==> src/rtl/cswap_unit_if.sv <==
// Bus bundle for the controlled-swap (Fredkin) lane array.
// Carries the operand/valid inputs and the pipelined results.
// The optional ones-count monitor ports exist only when CSWAP_ONES_CHECK_EN is defined.
interface cswap_unit_if #(
    parameter int WIDTH = 1
);
    logic             in_valid;
    logic [WIDTH-1:0] a;
    logic [WIDTH-1:0] b;
    logic [WIDTH-1:0] c;
    logic [WIDTH-1:0] a1;
    logic [WIDTH-1:0] b1;
    logic [WIDTH-1:0] c1;
    logic             out_valid;
`ifdef CSWAP_ONES_CHECK_EN
    localparam int CNT_W = $clog2(3 * WIDTH + 1);
    logic [CNT_W-1:0] ones_cnt;
    logic             cons_err;
`endif

`ifdef CSWAP_ONES_CHECK_EN
    modport master (output in_valid, a, b, c,
                    input  a1, b1, c1, out_valid, ones_cnt, cons_err);
    modport slave  (input  in_valid, a, b, c,
                    output a1, b1, c1, out_valid, ones_cnt, cons_err);
`else
    modport master (output in_valid, a, b, c,
                    input  a1, b1, c1, out_valid);
    modport slave  (input  in_valid, a, b, c,
                    output a1, b1, c1, out_valid);
`endif
endinterface

==> src/rtl/cswap_unit.sv <==
// Registered, parameterised Fredkin (controlled-swap) gate array.
// Lane i passes a[i] through and exchanges b[i]/c[i] when a[i]=1.
// Results travel through STAGES registers with a valid flag alongside;
// data registers load every cycle, only the valid flag qualifies them.
// Optional feature macro: CSWAP_ONES_CHECK_EN adds a ones-count output and
// a sticky conservation-error flag comparing output vs input popcount.
module cswap_unit #(
    parameter int WIDTH  = 1,
    parameter int STAGES = 1
) (
    input  logic          clk,
    input  logic          rst,
    cswap_unit_if.slave   bus
);

    // Swap network: pure combinational per-lane exchange.
    logic [WIDTH-1:0] swap_b_s;
    logic [WIDTH-1:0] swap_c_s;

    assign swap_b_s = (bus.a & bus.c) | (~bus.a & bus.b);
    assign swap_c_s = (bus.a & bus.b) | (~bus.a & bus.c);

    logic [WIDTH-1:0] a_pipe_r [STAGES];
    logic [WIDTH-1:0] b_pipe_r [STAGES];
    logic [WIDTH-1:0] c_pipe_r [STAGES];
    logic [STAGES-1:0] vld_pipe_r;

    // Result pipeline: stage 0 captures the swap result, later stages shift it along.
    always_ff @(posedge clk or posedge rst) begin
        if (rst) begin
            for (int s = 0; s < STAGES; s++) begin
                a_pipe_r[s]   <= {WIDTH{1'b0}};
                b_pipe_r[s]   <= {WIDTH{1'b0}};
                c_pipe_r[s]   <= {WIDTH{1'b0}};
                vld_pipe_r[s] <= 1'b0;
            end
        end else begin
            a_pipe_r[0]   <= bus.a;
            b_pipe_r[0]   <= swap_b_s;
            c_pipe_r[0]   <= swap_c_s;
            vld_pipe_r[0] <= bus.in_valid;
            for (int s = 1; s < STAGES; s++) begin
                a_pipe_r[s]   <= a_pipe_r[s-1];
                b_pipe_r[s]   <= b_pipe_r[s-1];
                c_pipe_r[s]   <= c_pipe_r[s-1];
                vld_pipe_r[s] <= vld_pipe_r[s-1];
            end
        end
    end

    assign bus.a1        = a_pipe_r[STAGES-1];
    assign bus.b1        = b_pipe_r[STAGES-1];
    assign bus.c1        = c_pipe_r[STAGES-1];
    assign bus.out_valid = vld_pipe_r[STAGES-1];

`ifdef CSWAP_ONES_CHECK_EN
    localparam int CNT_W = $clog2(3 * WIDTH + 1);

    // Population count of one operand, widened to the full three-operand count width.
    function automatic logic [CNT_W-1:0] pop_cnt(input logic [WIDTH-1:0] v);
        logic [CNT_W-1:0] cnt;
        cnt = {CNT_W{1'b0}};
        for (int i = 0; i < WIDTH; i++) begin
            cnt = cnt + {{(CNT_W-1){1'b0}}, v[i]};
        end
        return cnt;
    endfunction

    logic [CNT_W-1:0] in_cnt_s;
    logic [CNT_W-1:0] out_cnt_s;
    logic [CNT_W-1:0] in_cnt_r  [STAGES];
    logic [CNT_W-1:0] out_cnt_r [STAGES];
    logic             cons_err_r;

    assign in_cnt_s  = pop_cnt(bus.a) + pop_cnt(bus.b) + pop_cnt(bus.c);
    assign out_cnt_s = pop_cnt(bus.a) + pop_cnt(swap_b_s) + pop_cnt(swap_c_s);

    // Count pipelines: input and output popcounts ride alongside the data.
    always_ff @(posedge clk or posedge rst) begin
        if (rst) begin
            for (int s = 0; s < STAGES; s++) begin
                in_cnt_r[s]  <= {CNT_W{1'b0}};
                out_cnt_r[s] <= {CNT_W{1'b0}};
            end
        end else begin
            in_cnt_r[0]  <= in_cnt_s;
            out_cnt_r[0] <= out_cnt_s;
            for (int s = 1; s < STAGES; s++) begin
                in_cnt_r[s]  <= in_cnt_r[s-1];
                out_cnt_r[s] <= out_cnt_r[s-1];
            end
        end
    end

    // Sticky conservation flag: latches when a valid result's count disagrees with its input.
    always_ff @(posedge clk or posedge rst) begin
        if (rst) begin
            cons_err_r <= 1'b0;
        end else if (vld_pipe_r[STAGES-1] &&
                     (out_cnt_r[STAGES-1] != in_cnt_r[STAGES-1])) begin
            cons_err_r <= 1'b1;
        end else begin
            cons_err_r <= cons_err_r;
        end
    end

    assign bus.ones_cnt = out_cnt_r[STAGES-1];
    assign bus.cons_err = cons_err_r;
`endif

endmodule

==> src/flat_wrapper.sv <==
// flat-port wrapper written by rule: the top's interface ports become plain ports
module cswap_unit_flat 
#(
    parameter int WIDTH  = 1,
    parameter int STAGES = 1
)
  (clk, rst, bus_in_valid, bus_a, bus_b, bus_c, bus_a1, bus_b1, bus_c1, bus_out_valid);
  cswap_unit_if #(.WIDTH(WIDTH)) bus_i ();
  input  logic clk;
  input  logic rst;
  input wire logic [$bits(bus_i.in_valid)-1:0] bus_in_valid;
  input wire logic [$bits(bus_i.a)-1:0] bus_a;
  input wire logic [$bits(bus_i.b)-1:0] bus_b;
  input wire logic [$bits(bus_i.c)-1:0] bus_c;
  output wire logic [$bits(bus_i.a1)-1:0] bus_a1;
  output wire logic [$bits(bus_i.b1)-1:0] bus_b1;
  output wire logic [$bits(bus_i.c1)-1:0] bus_c1;
  output wire logic [$bits(bus_i.out_valid)-1:0] bus_out_valid;
  assign bus_i.in_valid = bus_in_valid;
  assign bus_i.a = bus_a;
  assign bus_i.b = bus_b;
  assign bus_i.c = bus_c;
  assign bus_a1 = bus_i.a1;
  assign bus_b1 = bus_i.b1;
  assign bus_c1 = bus_i.c1;
  assign bus_out_valid = bus_i.out_valid;
  cswap_unit #(.WIDTH(WIDTH), .STAGES(STAGES)) u_core (.clk(clk), .rst(rst), .bus(bus_i));
endmodule
==> config.mk <==
export PLATFORM = sky130hd
export DESIGN_NAME = cswap_unit_flat
export DESIGN_NICKNAME = d
export VERILOG_FILES = /design/src/rtl/cswap_unit_if.sv /design/src/rtl/cswap_unit.sv /design/src/flat_wrapper.sv
export SDC_FILE = /design/constraint.sdc
export NUM_CORES = 1
export LEC_CHECK = 0
export ABC_AREA = 1
export CORE_AREA = 2 2 39 41
export CTS_CLUSTER_SIZE = 20
export DETAILED_ROUTE_END_ITERATION = 10
export DIE_AREA = 0 0 41 43
export PLACE_DENSITY = 0.3
export SYNTH_ARGS = -nofsm -noshare
export SYNTH_HDL_FRONTEND = slang
export SYNTH_SLANG_ARGS = --single-unit
==> constraint.sdc <==
create_clock -name clk -period 0.8 [get_ports clk]
set_input_delay 0.24 -clock clk [delete_from_list [all_inputs] [get_ports clk]]
set_output_delay 0.24 -clock clk [all_outputs]
set_load 0.02 [all_outputs]
==> results of run 1 <==
[report_power, final]
group,leakage [uW],switching (uW),internal (uW)
logic,0.0000734,36.5,47.6
registers,0.0000473,5.56,216
clock network,0.0000138,74.1,167
[cells by family after synthesis]
group | after synthesis | synth area share
buffers and inverters | 2 | 0.05771
DFF | 4 | 0.7693
and+or+nand+nor | 6 | 0.1731
[cells in the mapped netlist (all sizes together)]
cell type	instances
nand2	6
dfrtp	4
inv	2
[through the flow]
stage | hold WS [ps] | instance area, um2
2_1_floorplan | 6.082 | 130.1
3_3_place_gp | 435.6 | 240.2
3_5_place_dp | 434.4 | 240.2
4_1_cts | 190.7 | 266.5
5_1_grt | 210.1 | 266.5
6_report | 192.7 | 266.5
[flip-flops by register name (all words and copies together) (netlist names)]
name and flops:
u_core.bus.a1 1, u_core.bus.b1 1, u_core.bus.c1 1, u_core.bus.out_valid 1
[final timing paths]
kind | end | slack, ps | depth (start not counted)
max | bus_c1 | -160 | 1
min | u_core.bus.c1 | 190 | 2
max in group asynchronous | u_core.bus.out_valid | 460 | 2
min in group clk | u_core.bus.a1 | 330 | 1
[final cells by class]
| type | instances | area (um2) |
|---|---|---|
| Fill cell | 152 | 1117 |
| Tap cell | 16 | 20.02 |
| Sequential cell | 4 | 100.1 |
| Inverter | 2 | 7.507 |
| Timing Repair Buffer | 9 | 93.84 |
| Clock buffer | 3 | 22.52 |
| Multi-Input combinational cell | 6 | 22.52 |
[metal layers]
layer,wire (um),vias to the layer above
li1,-,58
met1,117,43
met2,110,10
met3,56,0
met4,0,0
met5,0,-
[what timing repair did]
action,CTS,global route
resized for setup,25,0
endpoints found under the setup margin,6,4
endpoints found under the hold margin,0,0
==> flow_metrics.py, run 1 <==
metrics = {
    "floorplanning": {
        "start_util": 0.09403,
        "die_x_um": 41,
        "core_um2": 1384,
        "dieArea_um2": 1763,
        "die_h_um": 43,
        "num_rows": 14,
        "ios": 10,
    },
    "yosys": {
        "ys_types": 3,
        "synth_top_cell_area_share": 0.7692,
        "synth-seq-area-share": 0.7692,
        "yosys_warnings": 0,
        "synth_nets": 18,
        "syn_area_per_cell_um2": 10.84,
        "netlist_instances": 12,
        "yosys-top-cells-area": "dfrtp_1 77%, nand2_1 17%, inv_1 5.8%",
        "synth_seq_cells": 4,
        "netlist_area_um2": 130.1,
        "yosys.area.top_type": "dfrtp_1",
    },
    "run_status": {
        "status": "finished, violations left",
        "violations": "negative setup slack",
    },
    "sta": {
        "final_hold_viol_count": 0,
        "fmax_ghz": 1.039,
        "worstMarginPinSlew_ps": 141.5,
        "post-route-period-util": 1.203,
        "slew_violations": 0,
        "finalCriticalPeriod_ps": 962.2,
        "slew_headroom": 0.9056,
        "fin_tns_setup_ps": -640.2,
        "final.setup.worst_slack_ps": -162.2,
        "rsz0062_at_grt": "yes",
        "setup_viol": 4,
    },
    "min_path": {
        "hold_class": "primary input to asynchronous set/reset pin",
    },
    "finish": {
        "drive_gt1_frac": 0.2917,
        "synthToLayoutAreaGrowth_pct": 104.8,
        "layout_commonest_cell": "nand2_1",
        "final_util": 0.1926,
        "layout_common_cells": "6 x nand2_1, 4 x clkdlybuf4s50_1, 4 x buf_6, 4 x dfrtp_1, 3 x clkbuf_4",
        "layout.cells.non_filler": 40,
        "fin_nets": 32,
        "n_antenna_cell": 0,
    },
    "grt": {
        "grt_max_degree": 5,
        "use_met1": 0.04194,
        "grt-busiest-layer": "met4",
        "antenna_found_initial": 0,
        "grt.met2_usage": 0.04688,
        "gr-total-overflow": 0,
        "met3_usage": 0.04712,
        "track_usage": 0.04925,
        "grt_pass1_vias": 115,
        "grt_pass1_wl_um": 462,
    },
    "setup_path": {
        "endpoint_kind": "output port",
        "slowest_stage": "dfrtp_1",
        "cp_max_fo": 1,
        "arrival_ps": 720,
        "worstSetupStartpoint": "u_core.bus.c1",
        "start_kind": "flip-flop",
        "slowest_delay_ps": 360,
        "cp_top_family": "flip-flops",
        "worst-setup-path-type": "flip-flop to output port",
        "cp_num_buf_inv": 1,
        "cp_cell_sequence": "buf_6",
        "cp.required_ps": 560,
    },
    "power_and_ir_drop": {
        "finalPower_uw": 547.4,
        "powerDensity_nw_per_um2": 2054,
        "vdd_drop_max_mv": 0.3382,
        "leakage_uw": 0.0001344,
    },
    "clock_tree": {
        "path_clk_slew_ps": 40,
        "tritoncts_num_sinks": 4,
        "post_cts_buffers": 0,
        "cts.path.max_buffers": 2,
        "cts_root_buffer": "clkbuf_4",
        "h-tree-depth": 1,
        "cts_hold_buf": 0,
        "cts_tree": "done",
        "numCtsBuffers": 3,
    },
    "routing": {
        "wl_um": 283,
        "firstDrtPassIters": 3,
        "drcViolationCount": 0,
        "vias_per_cell": 2.775,
        "wire_per_inst_um": 7.075,
        "ant_nets": 0,
        "via_count": 111,
        "drt-initial-drc-count": 1,
    },
    "placed_design": {
        "placed_cells": 37,
        "port_buffers": 9,
        "gp_congestion": 0.5630,
        "post-place-ws_ps": -338.6,
    },
    "run": {
        "max-cap-violations": 0,
    },
}
Note: power is estimated with default switching activity, not from simulation.
==> run 2, diff against run 1 <==
CORE_AREA = 3 3 40 42   (was 2 2 39 41)
DIE_AREA = 0 0 43 45   (was 0 0 41 43)
SLEW_MARGIN = 25   (was default)
==> run 2 against run 1 <==
Largest power group unchanged; critical path depth unchanged; sequential power about the same; routed wire length down 3.5%; critical endpoint is now bus_b1; setup slack better by 1.1 ps; cell count unchanged; non-clock buffer count up 1; critical path type unchanged; total power up 0.85%; sequential cell count unchanged; via count down 0.90%; the run still ends with negative setup slack left; combinational power up 3.8%.
==> flow_metrics.py, run 2 (synthesis results as in run 1) <==
metrics = {
    "routing": {
        "vias_per_cell": 2.750,
        "wire_per_inst_um": 6.825,
        "firstDrtPassIters": 1,
        "via_count": 110,
        "drcViolationCount": 0,
        "ant_nets": 0,
        "drt-initial-drc-count": 0,
        "wl_um": 273,
    },
    "placed_design": {
        "port_buffers": 9,
        "place_area_um2": 246.5,
        "gp_congestion": 0.6451,
        "hpwl_um": 213.9,
    },
    "grt": {
        "grt_max_degree": 5,
        "gr-total-overflow": 0,
        "antenna_found_initial": 0,
        "grt_pass1_wl_um": 503,
        "grt_pass1_vias": 134,
        "track_usage": 0.04261,
    },
    "sta": {
        "post-route-period-util": 1.201,
        "slew_violations": 0,
        "slew_headroom": 0.9039,
        "rsz0062_at_grt": "yes",
        "setup_viol": 4,
        "worstMarginPinSlew_ps": 143.9,
        "finalCriticalPeriod_ps": 961.1,
        "final.setup.worst_slack_ps": -161.1,
        "hold_ws_ps": 194.1,
        "final_hold_viol_count": 0,
        "fmax_ghz": 1.040,
    },
    "setup_path": {
        "slowest_delay_ps": 360,
        "start_kind": "flip-flop",
        "slowest_stage": "dfrtp_1",
        "cp.required_ps": 560,
        "cp_max_fo": 1,
        "arrival_ps": 720,
        "cp_cell_sequence": "buf_6",
        "worst-setup-path-type": "flip-flop to output port",
        "endpoint_kind": "output port",
        "cp_top_family": "flip-flops",
        "cp_num_buf_inv": 1,
        "worstSetupStartpoint": "u_core.bus.b1",
    },
    "clock_tree": {
        "cts.path.max_buffers": 2,
        "cts_root_buffer": "clkbuf_4",
        "path_clk_slew_ps": 40,
        "cts_hold_buf": 0,
        "tritoncts_num_sinks": 4,
        "cts_tree": "done",
        "numCtsBuffers": 3,
        "post_cts_buffers": 0,
        "h-tree-depth": 1,
    },
    "floorplanning": {
        "core_um2": 1285,
        "start_util": 0.1013,
        "ios": 10,
        "die_x_um": 43,
        "dieArea_um2": 1935,
        "die_h_um": 45,
        "num_rows": 13,
    },
    "finish": {
        "layout_common_cells": "6 x nand2_1, 4 x clkdlybuf4s50_1, 4 x buf_6, 4 x dfrtp_1, 3 x clkbuf_4",
        "regArea_um2": 100.1,
        "fin_area_um2": 272.8,
        "num-fill-cells": 141,
        "n_antenna_cell": 0,
        "multi_input_area_um2": 22.52,
        "layout_commonest_cell": "nand2_1",
        "synthToLayoutAreaGrowth_pct": 109.6,
        "fin_nets": 33,
        "final_util": 0.2123,
        "drive_gt1_frac": 0.3200,
    },
    "min_path": {
        "hold_class": "primary input to asynchronous set/reset pin",
    },
    "power_and_ir_drop": {
        "powerDensity_nw_per_um2": 2024,
        "vdd_drop_max_mv": 0.2765,
        "leakage_uw": 0.0001393,
    },
    "run_status": {
        "status": "finished, violations left",
        "violations": "negative setup slack",
    },
    "run": {
        "max-cap-violations": 0,
    },
}
## run 2: cell count changes in the layout (fill, tap and decap cells not counted), sizes merged
cell,change
buf,+1
## run 2: per-layer routing
metal | share of wire | wire length (um) | track usage
met1 | 0.42 | 114 | 0.04380
met2 | 0.36 | 97 | 0.04192
met3 | 0.23 | 62 | 0.02789
met4 | 0 | 0 | 0.07229
met5 | 0 | 0 | 0
## run 2: area by class of cell
| class | instances | share of cell area |
|---|---|---|
| clock buffer | 3 | 0.08257 |
| timing repair buffer | 10 | 0.3716 |
| inverter | 2 | 0.02752 |
| sequential | 4 | 0.3670 |
| tap | 15 | 0.06881 |
| multi-input combinational | 6 | 0.08257 |
## run 2: repair_timing
action / 4_1_cts / 5_1_grt
pin swaps: 0 / 0
setup endpoints to repair: 6 / 4
gates resized for setup: 25 / 0
## run 2: worst max path at each step
stage / to / slack (ps) / cells after the start
2_1_floorplan: bus_a1 / 140 / 0
3_3_place_gp: bus_out_valid / -340 / 1
3_5_place_dp: bus_b1 / -340 / 1
4_1_cts: bus_b1 / -180 / 1
5_1_grt: bus_c1 / -190 / 1
6_report: bus_b1 / -160 / 1
## run 2: power breakdown
group	internal [uW]	leakage [uW]	switching, uW
Sequential	216	0.0000473	5.36
Combinational	50.5	0.0000782	36.8
Clock	167	0.0000138	75.7
## run 2: per-stage QoR
step	std cells	setup WS, ps	setup TNS [ps]	total power [uW]
2_1_floorplan	12	144.0	0	250.9
3_3_place_gp	37	-338.3	-1993	309.3
3_5_place_dp	37	-336.0	-2002	309.6
4_1_cts	40	-175.4	-691.1	571.1
5_1_grt	40	-189.6	-740.5	577.9
6_report	40	-161.1	-637.2	552.1
==> run 3, diff against run 2 <==
CORE_AREA = 4 4 41 43   (was 3 3 40 42)
CTS_CLUSTER_SIZE = default   (was 20)
DIE_AREA = 0 0 45 47   (was 0 0 43 45)
==> run 3 against run 2 <==
The flow still finishes with violations (negative setup slack); via count is 3.6% higher; routed wire length increased by 7.7%; critical endpoint is now bus_out_valid; total power shrank 0.61%; cell count unchanged; sequential power barely moved; first-iteration DRC count is 1 higher; combinational power about the same; worst hold slack lost 2.4 ps.
==> flow_metrics.py, run 3 (synthesis results as in run 1) <==
metrics = {
    "floorplanning": {
        "die_x_um": 45,
        "ios": 10,
        "start_util": 0.1000,
        "num_rows": 13,
        "die_h_um": 47,
        "core_um2": 1301,
        "dieArea_um2": 2115,
    },
    "sta": {
        "final.setup.worst_slack_ps": -162.1,
        "fmax_ghz": 1.039,
        "post-route-period-util": 1.203,
        "slew_violations": 0,
        "worstMarginPinSlew_ps": 142.0,
        "final_hold_viol_count": 0,
        "setup_viol": 4,
        "hold_ws_ps": 191.7,
        "fin_tns_setup_ps": -637.9,
        "slew_headroom": 0.9052,
        "rsz0062_at_grt": "yes",
        "finalCriticalPeriod_ps": 962.1,
    },
    "placed_design": {
        "gp_congestion": 0.6217,
        "port_buffers": 9,
        "hpwl_um": 243.1,
        "placed_cells": 37,
        "post-place-ws_ps": -340.0,
    },
    "run": {
        "max-cap-violations": 0,
    },
    "clock_tree": {
        "tritoncts_num_sinks": 4,
        "path_clk_slew_ps": 30,
        "cts_root_buffer": "clkbuf_4",
        "cts_tree": "done",
        "numCtsBuffers": 3,
        "cts.path.max_buffers": 2,
        "h-tree-depth": 1,
    },
    "routing": {
        "via_count": 114,
        "wl_um": 294,
        "drcViolationCount": 0,
        "ant_nets": 0,
        "drt-initial-drc-count": 1,
        "vias_per_cell": 2.850,
        "wire_per_inst_um": 7.350,
        "firstDrtPassIters": 2,
    },
    "finish": {
        "fin_nets": 33,
        "layout_commonest_cell": "nand2_1",
        "synthToLayoutAreaGrowth_pct": 109.6,
        "drive_gt1_frac": 0.3200,
        "n_antenna_cell": 0,
        "layout.cells.non_filler": 40,
        "layout_common_cells": "6 x nand2_1, 4 x clkdlybuf4s50_1, 4 x buf_6, 4 x dfrtp_1, 3 x clkbuf_4",
    },
    "setup_path": {
        "slowest_stage": "dfrtp_1",
        "cp.required_ps": 560,
        "slowest_delay_ps": 360,
        "arrival_ps": 720,
        "start_kind": "flip-flop",
        "cp_num_buf_inv": 1,
        "endpoint_kind": "output port",
        "cp_top_family": "flip-flops",
        "cp_max_fo": 1,
        "worst-setup-path-type": "flip-flop to output port",
        "cp_cell_sequence": "buf_6",
    },
    "grt": {
        "track_usage": 0.03886,
        "grt_max_degree": 5,
        "grt.met2_usage": 0.03390,
        "grt_pass1_vias": 129,
        "antenna_found_initial": 0,
        "gr-total-overflow": 0,
        "grt_pass1_wl_um": 448,
        "grt-busiest-layer": "met4",
        "use_met1": 0.03218,
        "met3_usage": 0.04215,
    },
    "power_and_ir_drop": {
        "leakage_uw": 0.0001393,
        "powerDensity_nw_per_um2": 2012,
        "vdd_drop_max_mv": 0.4002,
    },
    "run_status": {
        "violations": "negative setup slack",
        "status": "finished, violations left",
    },
    "min_path": {
        "hold_class": "primary input to asynchronous set/reset pin",
    },
}
## run 3: cell counts in the layout (fill, tap and decap cells not counted)
No cell type changed its count.
## run 3: layout make-up
type | count | area [um2]
Multi-Input combinational cell | 6 | 22.52
Inverter | 2 | 7.507
Clock buffer | 3 | 22.52
Sequential cell | 4 | 100.1
Fill cell | 148 | 1028
Tap cell | 15 | 18.77
Timing Repair Buffer | 10 | 101.3
## run 3: worst max path at each step
stage / startpoint / end / slack (ps) / cells past startpoint
floorplan: u_core.bus.a1 / bus_a1 / 140 / 0
global placement: u_core.bus.out_valid / bus_out_valid / -340 / 1
detailed placement: u_core.bus.a1 / bus_a1 / -340 / 1
CTS: u_core.bus.out_valid / bus_out_valid / -180 / 1
global route: u_core.bus.out_valid / bus_out_valid / -180 / 1
finish: u_core.bus.out_valid / bus_out_valid / -160 / 1
## run 3: layer usage
metal / up-vias / wire length, um / share of wire
met2: 10 / 107 / 0.36
met1: 44 / 110 / 0.37
met3: 0 / 76 / 0.26
met5: - / 0 / 0
li1: 60 / - / -
met4: 0 / 0 / 0
## run 3: timing repair
item,4_1_cts,5_1_grt
gates resized for setup,25,0
setup buffers,0,0
endpoints found under the setup margin,6,4
hold buffers,0,0
gates cloned,0,0
pin swaps,0,0
## run 3: power breakdown
| group | internal, uW | total, uW | switching [uW] |
|---|---|---|---|
| clock network | 167 | 239 | 72.0 |
| registers | 216 | 222 | 5.54 |
| logic | 50.5 | 87.6 | 37.1 |
| total | 434 | 549 | 115 |
## run 3: stage by stage
stage                     power, uW  cell area, um2  utilization
after floorplan               250.9           130.1            -
after global placement        309.6           246.5       0.1894
after detailed placement      309.9           246.5       0.1894
after CTS                     569.1           272.8       0.2096
after global routing          580.1           272.8       0.2096
final                         548.7           272.8       0.2096
